`config.mk`:
```
export PLATFORM = sky130hd
export DESIGN_NAME = diamonds_ctrl
export DESIGN_NICKNAME = d
export VERILOG_FILES = /design/src/rtl/diamonds_ctrl.sv
export SDC_FILE = /design/constraint.sdc
export NUM_CORES = 1
export LEC_CHECK = 0
export CORE_MARGIN = 10
export CORE_UTILIZATION = 45
export CTS_CLUSTER_SIZE = 14
export DETAILED_ROUTE_END_ITERATION = 10
export SETUP_SLACK_MARGIN = 0.15
export SLEW_MARGIN = 15
export SYNTH_ARGS = -nofsm -noshare
export SYNTH_HDL_FRONTEND = slang
export SYNTH_SLANG_ARGS = --single-unit
```
`constraint.sdc`:
```
create_clock -name clk -period 3.3 [get_ports clk]
set_clock_uncertainty 0.2 [all_clocks]
set_input_delay 0.66 -clock clk [delete_from_list [all_inputs] [get_ports clk]]
set_output_delay 0.66 -clock clk [all_outputs]
set_load 0.05 [all_outputs]
```
`src/rtl/diamonds_ctrl.sv`:
```
// -----------------------------------------------------------------------------
// diamonds_ctrl
//
// Shares a single OBJ_SIZE x OBJ_SIZE diamond bitmap among NUM_DIAMONDS diamond
// slots. For each pixel it finds the lowest-index drawable slot that covers the
// pixel. It then drives objectExists plus the pixel offset into that slot for
// the bitmap, and tracks which diamonds the player has collected.
//
// Optional feature macro: DIAMONDS_BLINK_EN
//   defined   : a collected diamond blinks for BLINK_FRAMES frames
//               (drawn on odd counter values) before disappearing.
//   undefined : a collected diamond disappears at the next startOfFrame, and
//               no blink counters are built.
//
// Ports
//   clk, resetN         pixel clock, asynchronous active-low reset
//   startOfFrame        one-cycle pulse at frame start
//   pixelX, pixelY      current pixel
//   newLevel            clear all slots (wins over load and collision)
//   load_valid/ready    slot load handshake; load_idx, load_x, load_y payload
//   collision           player/diamond collision, aligned to bitmap RGBout (t+2)
//   objectExists        registered cover flag to bitmap (t+1)
//   offsetX, offsetY    registered pixel - slot top-left (t+1), 0 when no cover
//   scorePulse          one cycle per diamond collected
//   diamondsLeft        number of ACTIVE slots
//   levelClear          one-cycle pulse when every diamond has been collected
// -----------------------------------------------------------------------------
module diamonds_ctrl #(
    parameter int NUM_DIAMONDS = 8,
    parameter int OBJ_SIZE     = 32,
    parameter int BLINK_FRAMES = 8
) (
    input  logic                            clk,
    input  logic                            resetN,
    input  logic                            startOfFrame,
    input  logic [10:0]                     pixelX,
    input  logic [10:0]                     pixelY,
    input  logic                            newLevel,
    input  logic                            load_valid,
    input  logic [$clog2(NUM_DIAMONDS)-1:0] load_idx,
    input  logic [10:0]                     load_x,
    input  logic [10:0]                     load_y,
    output logic                            load_ready,
    input  logic                            collision,
    output logic                            objectExists,
    output logic [10:0]                     offsetX,
    output logic [10:0]                     offsetY,
    output logic                            scorePulse,
    output logic [4:0]                      diamondsLeft,
    output logic                            levelClear
);

    localparam int IDX_W = $clog2(NUM_DIAMONDS);

    typedef enum logic [1:0] {S_EMPTY, S_ACTIVE, S_PENDING, S_BLINK} slot_state_t;

    if (NUM_DIAMONDS < 2 || NUM_DIAMONDS > 16 || BLINK_FRAMES < 1) begin : g_bad_param
        $error("diamonds_ctrl: parameter out of range");
    end

    slot_state_t       slot_state [NUM_DIAMONDS];
    slot_state_t       state_nxt  [NUM_DIAMONDS];
    logic [10:0]       slot_x     [NUM_DIAMONDS];
    logic [10:0]       slot_y     [NUM_DIAMONDS];
`ifdef DIAMONDS_BLINK_EN
    localparam int CNT_W = $clog2(BLINK_FRAMES + 1);
    logic [CNT_W-1:0]  blink_cnt  [NUM_DIAMONDS];
    logic [CNT_W-1:0]  cnt_nxt    [NUM_DIAMONDS];
`endif

    logic [NUM_DIAMONDS-1:0] drawable;
    logic                    armed, armed_nxt;
    logic [4:0]              left_nxt;
    logic                    hit_valid;
    logic [IDX_W-1:0]        hit_idx;
    logic [10:0]             hit_offx, hit_offy;
    logic                    hit_valid_d1, hit_valid_d2;
    logic [IDX_W-1:0]        hit_idx_d1, hit_idx_d2;
    logic                    load_fire, load_inc, coll_apply, clear_fire;

    assign load_ready = !newLevel;

    // A slot is drawn while ACTIVE, while PENDING (collected this frame), and
    // on the odd-counter frames of its blink phase.
    always_comb begin
        for (int i = 0; i < NUM_DIAMONDS; i++) begin
            drawable[i] = (slot_state[i] == S_ACTIVE) || (slot_state[i] == S_PENDING);
`ifdef DIAMONDS_BLINK_EN
            if (slot_state[i] == S_BLINK && blink_cnt[i][0]) drawable[i] = 1'b1;
`endif
        end
    end

    // Cover search. Scanning from the top index down and overwriting leaves the
    // lowest covering index as the winner. Compares are 12 bits wide so a slot
    // near the right/bottom edge never wraps around to cover pixel 0.
    always_comb begin
        // NOTE: every output of a combinational block gets a default first, so
        // no path leaves it unassigned and no latch is inferred.
        hit_valid = 1'b0;
        hit_idx   = '0;
        hit_offx  = '0;
        hit_offy  = '0;
        for (int i = NUM_DIAMONDS - 1; i >= 0; i--) begin
            if (drawable[i] &&
                ({1'b0, pixelX} >= {1'b0, slot_x[i]}) &&
                ({1'b0, pixelX} <  {1'b0, slot_x[i]} + 12'(OBJ_SIZE)) &&
                ({1'b0, pixelY} >= {1'b0, slot_y[i]}) &&
                ({1'b0, pixelY} <  {1'b0, slot_y[i]} + 12'(OBJ_SIZE))) begin
                hit_valid = 1'b1;
                hit_idx   = IDX_W'(i);
                hit_offx  = pixelX - slot_x[i];
                hit_offy  = pixelY - slot_y[i];
            end
        end
    end

    // Slot bookkeeping. Order of precedence: frame-start aging, then the
    // collision, then the load (a load always leaves its slot ACTIVE), and
    // newLevel overrides everything.
    always_comb begin
        load_fire  = load_valid && load_ready;
        coll_apply = collision && hit_valid_d2 && !newLevel &&
                     (slot_state[hit_idx_d2] == S_ACTIVE);
        // A load into the slot being collected this cycle re-activates a slot
        // that the collision has just taken out of the ACTIVE count.
        load_inc   = load_fire && ((slot_state[load_idx] != S_ACTIVE) ||
                                   (coll_apply && (hit_idx_d2 == load_idx)));
        clear_fire = startOfFrame && armed && (diamondsLeft == 5'd0) &&
                     !coll_apply && !newLevel;

        state_nxt = slot_state;
`ifdef DIAMONDS_BLINK_EN
        cnt_nxt   = blink_cnt;
`endif
        if (startOfFrame) begin
            for (int i = 0; i < NUM_DIAMONDS; i++) begin
                case (slot_state[i])
                    S_PENDING: begin
`ifdef DIAMONDS_BLINK_EN
                        state_nxt[i] = S_BLINK;
                        cnt_nxt[i]   = CNT_W'(BLINK_FRAMES);
`else
                        state_nxt[i] = S_EMPTY;
`endif
                    end
                    S_BLINK: begin
`ifdef DIAMONDS_BLINK_EN
                        cnt_nxt[i] = blink_cnt[i] - 1'b1;
                        if (blink_cnt[i] == CNT_W'(1)) state_nxt[i] = S_EMPTY;
`else
                        state_nxt[i] = S_EMPTY;
`endif
                    end
                    default: ;
                endcase
            end
        end
        if (coll_apply) state_nxt[hit_idx_d2] = S_PENDING;
        if (load_fire)  state_nxt[load_idx]   = S_ACTIVE;

        armed_nxt = armed;
        if (clear_fire) armed_nxt = 1'b0;
        if (load_fire)  armed_nxt = 1'b1;

        left_nxt = diamondsLeft + {4'd0, load_inc} - {4'd0, coll_apply};

        if (newLevel) begin
            for (int i = 0; i < NUM_DIAMONDS; i++) state_nxt[i] = S_EMPTY;
            armed_nxt = 1'b0;
            left_nxt  = 5'd0;
        end
    end

    // NOTE: slot coordinates are plain storage, only meaningful once a load
    // has made the slot ACTIVE, so they are deliberately left out of reset.
    always_ff @(posedge clk) begin
        if (load_fire) begin
            slot_x[load_idx] <= load_x;
            slot_y[load_idx] <= load_y;
        end
    end

    always_ff @(posedge clk or negedge resetN) begin
        if (!resetN) begin
            for (int i = 0; i < NUM_DIAMONDS; i++) begin
                slot_state[i] <= S_EMPTY;
`ifdef DIAMONDS_BLINK_EN
                blink_cnt[i]  <= '0;
`endif
            end
            armed        <= 1'b0;
            diamondsLeft <= 5'd0;
            scorePulse   <= 1'b0;
            levelClear   <= 1'b0;
            objectExists <= 1'b0;
            offsetX      <= '0;
            offsetY      <= '0;
            hit_valid_d1 <= 1'b0;
            hit_valid_d2 <= 1'b0;
            hit_idx_d1   <= '0;
            hit_idx_d2   <= '0;
        end else begin
            // NOTE: state registers use non-blocking assignments so every flop
            // samples pre-edge values regardless of statement order.
            for (int i = 0; i < NUM_DIAMONDS; i++) begin
                slot_state[i] <= state_nxt[i];
`ifdef DIAMONDS_BLINK_EN
                blink_cnt[i]  <= cnt_nxt[i];
`endif
            end
            armed        <= armed_nxt;
            diamondsLeft <= left_nxt;
            scorePulse   <= coll_apply;
            levelClear   <= clear_fire;
            objectExists <= hit_valid;
            offsetX      <= hit_offx;
            offsetY      <= hit_offy;
            // Two-stage hit pipeline so hit_*_d2 lines up with collision.
            hit_valid_d1 <= hit_valid;
            hit_idx_d1   <= hit_idx;
            hit_valid_d2 <= hit_valid_d1;
            hit_idx_d2   <= hit_idx_d1;
        end
    end

endmodule
```
Word-level counts from Yosys, hierarchy flattened

Memory sizes are Yosys's and may differ from the RTL's.
Cells that the tools add are included.

Memories: 2
Register bits after elaboration: 54
Input port bits: 53
Memory bits (writable): 176

Add/subtract/negate cells: 34
Bitwise operators: 8
Reductions and logical operators: 65
$lt $le $gt $ge: 36
Muxes and demuxes: 60
Equal/unequal tests: 27

Memory list:

| memory | words | width | rd ports | clocked after memory_dff | write ports | line | source |
|---|---|---|---|---|---|---|---|
| slot_x | 8     | 11    | 8        | 0                        | 1           | 63   | `logic [10:0] slot_x [NUM_DIAMONDS];` |
| slot_y | 8     | 11    | 8        | 0                        | 1           | 64   | `logic [10:0] slot_y [NUM_DIAMONDS];` |

Operator list:

| operator                                                    | count |
|---|---|
| adder 11 x 6 -> 12 bit (second input constant)              | 16 |
| less-than comparator 11 x 12 -> 1 bit                       | 16 |
| greater-or-equal comparator 11 bit                          | 16 |
| two-way mux 11 bit                                          | 16 |
| subtractor 11 bit                                           | 16 |
| two-way mux 16 bit                                          | 4 |
| logical AND 1 bit                                           | 44 |
| equality test 2 bit (second input constant)                 | 16 |
| two-way mux 2 bit                                           | 14 |
| two-way mux 3 bit                                           | 8 |
| equality test 2 x 1 -> 1 bit (second input constant)        | 9 |
| bitwise AND 8 bit                                           | 2 |
| NOT 8 bit                                                   | 2 |
| bitwise OR 8 bit                                            | 2 |
| OR reduction 2 bit                                          | 8 |
| two-way mux 1 bit                                           | 13 |
| binary-select mux 2 bit (select 3 bit)                      | 2 |
| demux 2 bit (select 3 bit)                                  | 2 |
| logical OR 1 bit                                            | 9 |
| greater-or-equal comparator 4 bit (second input constant)   | 2 |
| less-than comparator 4 x 1 -> 1 bit (second input constant) | 2 |
| NOT 3 -> 4 bit                                              | 2 |
| adder 5 x 1 -> 5 bit                                        | 1 |
| zero test 5 bit                                             | 1 |
| other kinds (6)                                             | 7 |

Depth between registers and ports, before layout

Gate-level depths: netlist of the first run.

Depth in word-level cells: 14
Gate-level depth with buffers: 17

Worst setup path after synthesis of the first run

No wires, ideal clock.

Kind: in2reg
Start point: input port newLevel
End point: register diamondsLeft[4]
Data required time: 3.022 ns
Path slack: -0.445 ns
Library setup time: 0.078 ns
Data arrival time: 3.466 ns
Stages on the path: 15
Cells stage by stage: inv_1 and3_1 o221ai_1 nor3_1 nand4_1 o211ai_1 nand2_1 ha_1 inv_1 ha_1 fa_1 a21oi_1 nor2_1 or3_1 a21oi_1

Word-level cells in the longest chain between the ends: 9
Elaborated cells between the ends (all ways): 10
Those cells by class: 2 x add/sub; 1 x mux; 7 x reduce/logical

Ends and longest elaborated chain:

| element                             | line | source |
|---|---|---|
| from (decl)                         | 38   | `input logic newLevel,` |
| zero test 1 bit (*)                 | 123  | `coll_apply = collision && hit_valid_d2 && !newLevel &&` |
| logical AND 1 bit (*) (2 in series) | 123  |  |
| net coll_apply                      | 79   | `logic load_fire, load_inc, coll_apply, clear_fire;` |
| logical AND 1 bit                   | 128  | `(coll_apply && (hit_idx_d2 == load_idx)));` |
| logical OR 1 bit                    | 127  | `load_inc = load_fire && ((slot_state[load_idx] != S_ACTIVE) \|\|` |
| logical AND 1 bit                   | 127  |  |
| adder 5 x 1 -> 5 bit                | 166  | `left_nxt = diamondsLeft + {4'd0, load_inc} - {4'd0, coll_apply};` |
| subtractor 5 x 1 -> 5 bit (*)       | 166  |  |
| two-way mux 5 bit (*)               | 168  | `if (newLevel) begin` |
| net left_nxt[4]                     | 73   | `logic [4:0] left_nxt;` |
| to (signal assigned)                | 213  | `diamondsLeft <= left_nxt;` |
| to (decl)                           | 49   | `output logic [4:0] diamondsLeft,` |

Mark *: on every way through the listed nets, which the timed path passes. The rest lies on a longest branch.
A chain may end at the register's enable or synchronous reset.

==> impl_metrics.py, run 1 <==
metrics = {
    "clock_network": {
        "cts_buffers": 28,
        "cts.sinks": 230,
        "cts_htree_levels": 1,
        "cts.reportedPaths.clkPinSlew_ns": 0.06,
        "clockBufferDepth": 3,
        "cts_root_buffer": "clkbuf_16",
        "cts_tree": "yes",
        "clock_latency_ns": 0.59,
    },
    "power_and_ir_drop": {
        "combPwrFrac_pct": 29.8,
        "power_uw": 9260,
        "switching_share_pct": 30.8,
        "p_leak_uw": 0.0140,
        "clockPowerShare_pct": 35.1,
        "power.density_nw_per_um2": 297,
        "seqPwrFrac_pct": 35.1,
        "peakVddDrop_mv": 0.443,
        "p_int_uw": 6400,
        "switching_power_uw": 2860,
    },
    "cells_and_area": {
        "fin_util_pct": 68.4,
        "areaGrowthSynthToFinish_pct": 49.5,
        "drive_above_1_share_pct": 34.8,
        "multiInputGateArea_um2": 14700,
        "instances_no_fill": 3715,
        "fillers": 3668,
        "final_nets": 3466,
        "regArea_um2": 6640,
    },
    "synth": {
        "synth_cell_types": 85,
        "yosys-top-cells-area": "edfxtp_1, ha_1, dfrtp_1",
        "ys_seq_area_share_pct": 31.8,
        "ys.flop_type": "edfxtp_1",
        "synth_top_cells_by_count": "ha_1, inv_1, edfxtp_1, a21oi_1, xnor2_1",
        "ys_ff_latch": 230,
        "synth_edf_count": 176,
        "yosysMostFrequentCell": "ha_1",
        "synth_area_per_cell_um2": 9.27,
        "synth_top_area_share_pct": 25.4,
        "syn_inst": 2248,
        "syn_nets": 2622,
        "synth-async-reset-ratio_pct": 23.5,
        "yosys_warnings": 0,
        "syn_area_um2": 20800,
        "yosysTopAreaCell": "edfxtp_1",
    },
    "drt": {
        "drc": 0,
        "routed_via_density": 5.66,
        "drt_first_pass_iters": 6,
        "vias": 21000,
        "wl_per_cell_um": 22.1,
        "ant_nets": 0,
        "initialDrtViolationCount": 1512,
        "routed_wl_um": 82200,
    },
    "floorplanning": {
        "die_area_um2": 55300,
        "num_io_pins": 84,
        "core_um2": 45600,
        "initial_core_util_pct": 45.7,
        "chipWidth_um": 235,
        "rows": 78,
        "die_y_um": 235,
    },
    "worst_setup_path": {
        "r2r_slack_ns": -0.27,
        "cp_data_required_time_ns": 3.58,
        "endpoint_kind": "flip-flop",
        "path_max_fanout": 5,
        "cp_data_arrival_time_ns": 3.85,
        "worstReg2RegStart": "slot_x[6][5]$_DFFE_PP_",
        "cp-start-kind": "flip-flop",
        "crit_type": "flip-flop to flip-flop",
        "crit_end": "offsetX[0]$_DFF_PN0_",
        "reg2regPathDepth": 12,
        "crit_path_start": "slot_x[6][5]$_DFFE_PP_",
        "regToRegEndpoint": "offsetX[0]$_DFF_PN0_",
    },
    "sta": {
        "tightest_slew_ns": 0.864,
        "relSlewSlack_pct": 42.2,
        "rsz0062_at_grt": "yes",
        "finalCriticalPeriod_ns": 3.57,
        "fin_ws_ns": -0.272,
        "final_max_slew_viol_count": 0,
        "min_period_over_period_pct": 108,
        "finalHoldViolations": 0,
        "setup_violations": 27,
        "fmax_mhz": 280,
    },
    "status": {
        "status": "complete, but fails checks",
        "violations": "negative setup slack",
    },
    "grt": {
        "grt-ovfl-total": 0,
        "grt_start_max_net_pins": 55,
        "first_global_vias": 21200,
        "antenna_found_initial": 5,
        "grt_usage_pct": 28.5,
        "grt_pass1_wl_um": 124000,
    },
    "placement": {
        "dp_hpwl_um": 65400,
        "dpl.cell_count": 3598,
        "port_buffers": 83,
        "gp_congestion": 1.00,
    },
    "flow_run": {
        "maxCapViolations": 0,
    },
    "hold_path": {
        "hp-class": "flip-flop to flip-flop",
    },
}
## area by class of cell
type / count / share of cell area, %
clock buffer: 43 / 2.69
antenna: 1 / 0.00803
timing repair buffer: 852 / 23.1
multi-input combinational: 1745 / 47.2
clock inverter: 9 / 0.341
sequential: 230 / 21.3
inverter: 235 / 2.89
tap: 600 / 2.41
## through the flow
| stage | worst slack, ns | hold slack (ns) | instance area (um^2) | setup TNS, ns |
|---|---|---|---|---|
| detailed placement | -1.39 | 0.188 | 28200 | -33.01 |
| floorplan | -0.110 | 0.131 | 21300 | -2.82 |
| CTS | -0.261 | 0.206 | 30500 | -3.63 |
| finish | -0.272 | 0.220 | 31200 | -3.74 |
| global placement | -1.28 | 0.177 | 28200 | -30.58 |
| global route | -0.402 | 0.208 | 31200 | -6.83 |
## flip-flops by register name, summed over array words and instances, names as in the netlist
register / flops
offsetY: 11
hit_valid_d1: 1
levelClear: 1
slot_state: 16
hit_idx_d2: 3
offsetX: 11
hit_valid_d2: 1
slot_y: 88
slot_x: 88
hit_idx_d1: 3
armed: 1
scorePulse: 1
diamondsLeft: 5
## timing repair
| item | 4_1_cts | 5_1_grt |
|---|---|---|
| setup buffers | 41 | 20 |
| cloned | 2 | 0 |
| resized for setup | 239 | 106 |
| pin swaps | 110 | 59 |
| hold endpoints to repair | 54 | 0 |
| hold buffers | 1 | 0 |
| endpoints found under the setup margin | 27 | 30 |
## how the worst min path moves through the flow
stage                       startpoint                      end  slack, ns  depth (start not counted)
2_1_floorplan  hit_idx_d1[0]$_DFF_PN0_  hit_idx_d2[0]$_DFF_PN0_       0.13                          0
3_3_place_gp   hit_idx_d1[2]$_DFF_PN0_  hit_idx_d2[2]$_DFF_PN0_       0.18                          0
3_5_place_dp   hit_idx_d1[2]$_DFF_PN0_  hit_idx_d2[2]$_DFF_PN0_       0.19                          0
4_1_cts        hit_idx_d1[2]$_DFF_PN0_  hit_idx_d2[2]$_DFF_PN0_       0.21                          0
5_1_grt        hit_idx_d1[2]$_DFF_PN0_  hit_idx_d2[2]$_DFF_PN0_       0.21                          0
6_report       hit_idx_d1[0]$_DFF_PN0_  hit_idx_d2[0]$_DFF_PN0_       0.22                          0
## placed cells by master (no fill, tap or decap), types with 14 or more instances in the layout
cell and n:
buf_4 680, ha_1 269, inv_1 226, edfxtp_1 176, a21oi_1 135, xnor2_1 129
nor2_1 115, nand3_1 92, o21ai_0 89, nand2_1 79, nor3_1 66, clkdlybuf4s50_1 63
buf_6 56, dfrtp_1 51, nand2b_1 46, a21o_1 46, o21a_1 42, clkbuf_16 30
buf_12 30, nand4_1 29, xor2_1 29, and3_1 27, nor2b_1 24, ha_4 24
o211ai_1 23, a31oi_1 22, o21ai_1 20, o31a_1 18, a21oi_2 18, mux2i_1 17
a211oi_2 15, a211oi_1 14, nor4_1 14
## kinds of logic after synthesis
family,synth area share [%]
AO/OA/AOI/OAI,20.6
AND/OR/NAND/NOR,14.7
adder cells (fa/ha/maj),19.9
buffers and inverters,5.05
flip-flops,31.8
XOR/XNOR,6.85
multiplexers,1.03
## power by group through the flow
| stage | Combinational [uW] | Clock, uW | Sequential, uW |
|---|---|---|---|
| global route | 2980 | 3390 | 3260 |
| floorplan | 1180 | 0 | 3360 |
| finish | 2760 | 3240 | 3250 |
| CTS | 2670 | 3290 | 3250 |
| global placement | 2500 | 0 | 3300 |
| detailed placement | 2540 | 0 | 3310 |
## critical path: stages (launching register included)
cell and delay (ns):
edfxtp_1 0.44, ha_4 0.22, xnor2_4 0.16, ha_4 0.23
a2111oi_4 0.32, a211oi_2 0.14, or3_4 0.41, a211o_4 0.33
o21ai_4 0.27, buf_6 0.14, o221ai_4 0.08, a211o_1 0.31
a22o_1 0.20
## per-layer routing
| layer | routed length (um) | GRT usage [%] |
|---|---|---|
| met1 | 35600 | 37.1 |
| met2 | 38700 | 47.2 |
| met3 | 4900 | 4.30 |
| met4 | 2980 | 9.79 |
| met5 | 11 | 0 |
Note: power is estimated with default switching activity, not from simulation.
==> inputs of run 2 (changes only) <==
- CTS_BUF_LIST: default -> sky130_fd_sc_hd__clkbuf_4 sky130_fd_sc_hd__clkbuf_8 sky130_fd_sc_hd__clkbuf_16
==> run 2 against run 1 <==
The flow still finishes with violations (negative setup slack); maximum frequency grew 0.71%; flip-flop and latch count stayed put; die area stayed put.
==> impl_metrics.py, run 2 (same netlist as run 1, synthesis figures left out) <==
metrics = {
    "status": {
        "status": "complete, but fails checks",
        "violations": "negative setup slack",
    },
    "worst_setup_path": {
        "cp_data_required_time_ns": 3.59,
        "r2r_slack_ns": -0.25,
        "cpMostUsedCell": "ha_4",
        "worst-path-buf-inv": 1,
        "path_delay_family": "compound AO/OA/AOI/OAI gates",
        "crit_chain": "ha_4, xnor2_4, ha_4, a2111oi_4, a211oi_2, or3_4, a211o_4, o21ai_4, buf_12, o221ai_2, a211o_1, a22o_1",
        "cp_slowest_stage_delay_ns": 0.44,
        "path_max_fanout": 5,
        "endpoint_kind": "flip-flop",
        "cp_data_arrival_time_ns": 3.84,
        "slowest_stage": "edfxtp_1",
        "crit_type": "flip-flop to flip-flop",
        "cp-start-kind": "flip-flop",
    },
    "clock_network": {
        "clockBufferDepth": 3,
        "cts_buffers": 28,
        "cts.sinks": 230,
        "cts_htree_levels": 1,
        "cts_root_buffer": "clkbuf_16",
        "cts.reportedPaths.clkPinSlew_ns": 0.07,
        "clock_latency_ns": 0.60,
        "cts_tree": "yes",
    },
    "floorplanning": {
        "die_area_um2": 55300,
        "core_um2": 45600,
        "num_io_pins": 84,
        "initial_core_util_pct": 45.7,
        "die_y_um": 235,
        "rows": 78,
        "chipWidth_um": 235,
    },
    "sta": {
        "rsz0062_at_grt": "yes",
        "finalCriticalPeriod_ns": 3.55,
        "fmax_mhz": 282,
        "fin_ws_ns": -0.247,
        "relSlewSlack_pct": 39.7,
        "holdWs_ns": 0.214,
        "final_max_slew_viol_count": 0,
        "setup_violations": 26,
        "tightest_slew_ns": 0.901,
        "finalHoldViolations": 0,
        "min_period_over_period_pct": 107,
    },
    "drt": {
        "drt_first_pass_iters": 6,
        "ant_nets": 0,
        "routed_via_density": 5.67,
        "initialDrtViolationCount": 1611,
        "drc": 0,
        "vias": 21100,
        "wl_per_cell_um": 22.2,
        "routed_wl_um": 82300,
    },
    "placement": {
        "dpl.cell_count": 3598,
        "gp_congestion": 1.00,
        "port_buffers": 83,
        "place_ws_ns": -1.39,
        "dp_hpwl_um": 65400,
    },
    "cells_and_area": {
        "reg.largest.list": "slot_x: 88 flops, slot_y: 88 flops, slot_state: 16 flops",
        "final_nets": 3467,
        "final_cell_mix": "buf_4, ha_1, inv_1",
        "drive_above_1_share_pct": 35.4,
        "areaGrowthSynthToFinish_pct": 50.0,
        "instances_no_fill": 3716,
        "fin_util_pct": 68.6,
        "mostFrequentLayoutCell": "buf_4",
    },
    "hold_path": {
        "hp-class": "flip-flop to flip-flop",
    },
    "power_and_ir_drop": {
        "power.density_nw_per_um2": 299,
        "power_uw": 9340,
        "p_leak_uw": 0.0140,
        "peakVddDrop_mv": 0.443,
    },
    "grt": {
        "grt_usage_pct": 28.5,
        "grt_pass1_wl_um": 124000,
        "grt_start_max_net_pins": 55,
        "grt-ovfl-total": 0,
        "antenna_found_initial": 3,
        "first_global_vias": 21200,
    },
    "flow_run": {
        "maxCapViolations": 0,
    },
}
## run 2: layout make-up
| cell class | count | area, um^2 |
|---|---|---|
| antenna | 1 | 2.50 |
| tap | 600 | 751 |
| fill | 3657 | 14300 |
| clock inverter | 9 | 106 |
| clock buffer | 43 | 873 |
| sequential | 230 | 6640 |
| multi-input combinational | 1745 | 14800 |
| timing repair buffer | 853 | 7210 |
| inverter | 235 | 901 |
## run 2: routing by layer
| layer | vias up | GRT usage [%] | share of wire (%) |
|---|---|---|---|
| li1 | 10100 | - | - |
| met1 | 10200 | 37.3 | 43 |
| met2 | 648 | 47.5 | 47 |
| met3 | 150 | 3.89 | 5.9 |
| met4 | 0 | 9.16 | 3.6 |
| met5 | - | 0 | 0 |
## run 2: what timing repair did
item,in CTS,in global routing
hold buffers,1,0
pin swaps,112,77
hold endpoints to repair,54,0
gates cloned,2,0
gates resized for setup,252,106
buffers inserted,42,20
setup endpoints to repair,27,30
## run 2: final timing paths
kind                                         startpoint                  endpoint  cells past startpoint
worst max-delay path             slot_x[6][5]$_DFFE_PP_      offsetY[0]$_DFF_PN0_                     12
worst min-delay path            hit_idx_d1[2]$_DFF_PN0_   hit_idx_d2[2]$_DFF_PN0_                      0
worst max register to register   slot_x[6][5]$_DFFE_PP_      offsetY[0]$_DFF_PN0_                     12
worst min register to register  hit_idx_d1[2]$_DFF_PN0_   hit_idx_d2[2]$_DFF_PN0_                      0
max in group asynchronous                        resetN      offsetY[1]$_DFF_PN0_                      3
min in group asynchronous                        resetN  slot_state[10]$_DFF_PN0_                      3
## run 2: metrics by stage
step                cell area, um^2  setup TNS, ns
floorplan                     21300          -2.82
finish                        31300          -3.69
CTS                           30600          -3.60
global route                  31300          -6.86
global placement              28200         -30.58
detailed placement            28200         -33.01
## run 2: where the power goes
part	internal, uW	total (uW)	leakage, uW	switching (uW)
Clock	1980	3320	0.000493	1340
Sequential	3200	3250	0.00233	54.3
Combinational	1300	2770	0.0112	1460
## run 2: worst reg2reg max path, stage by stage (launching register included)
cell	delay [ns]
edfxtp_1	0.44
ha_4	0.22
xnor2_4	0.16
ha_4	0.23
a2111oi_4	0.32
a211oi_2	0.14
or3_4	0.42
a211o_4	0.33
o21ai_4	0.28
buf_12	0.15
o221ai_2	0.08
a211o_1	0.30
a22o_1	0.19
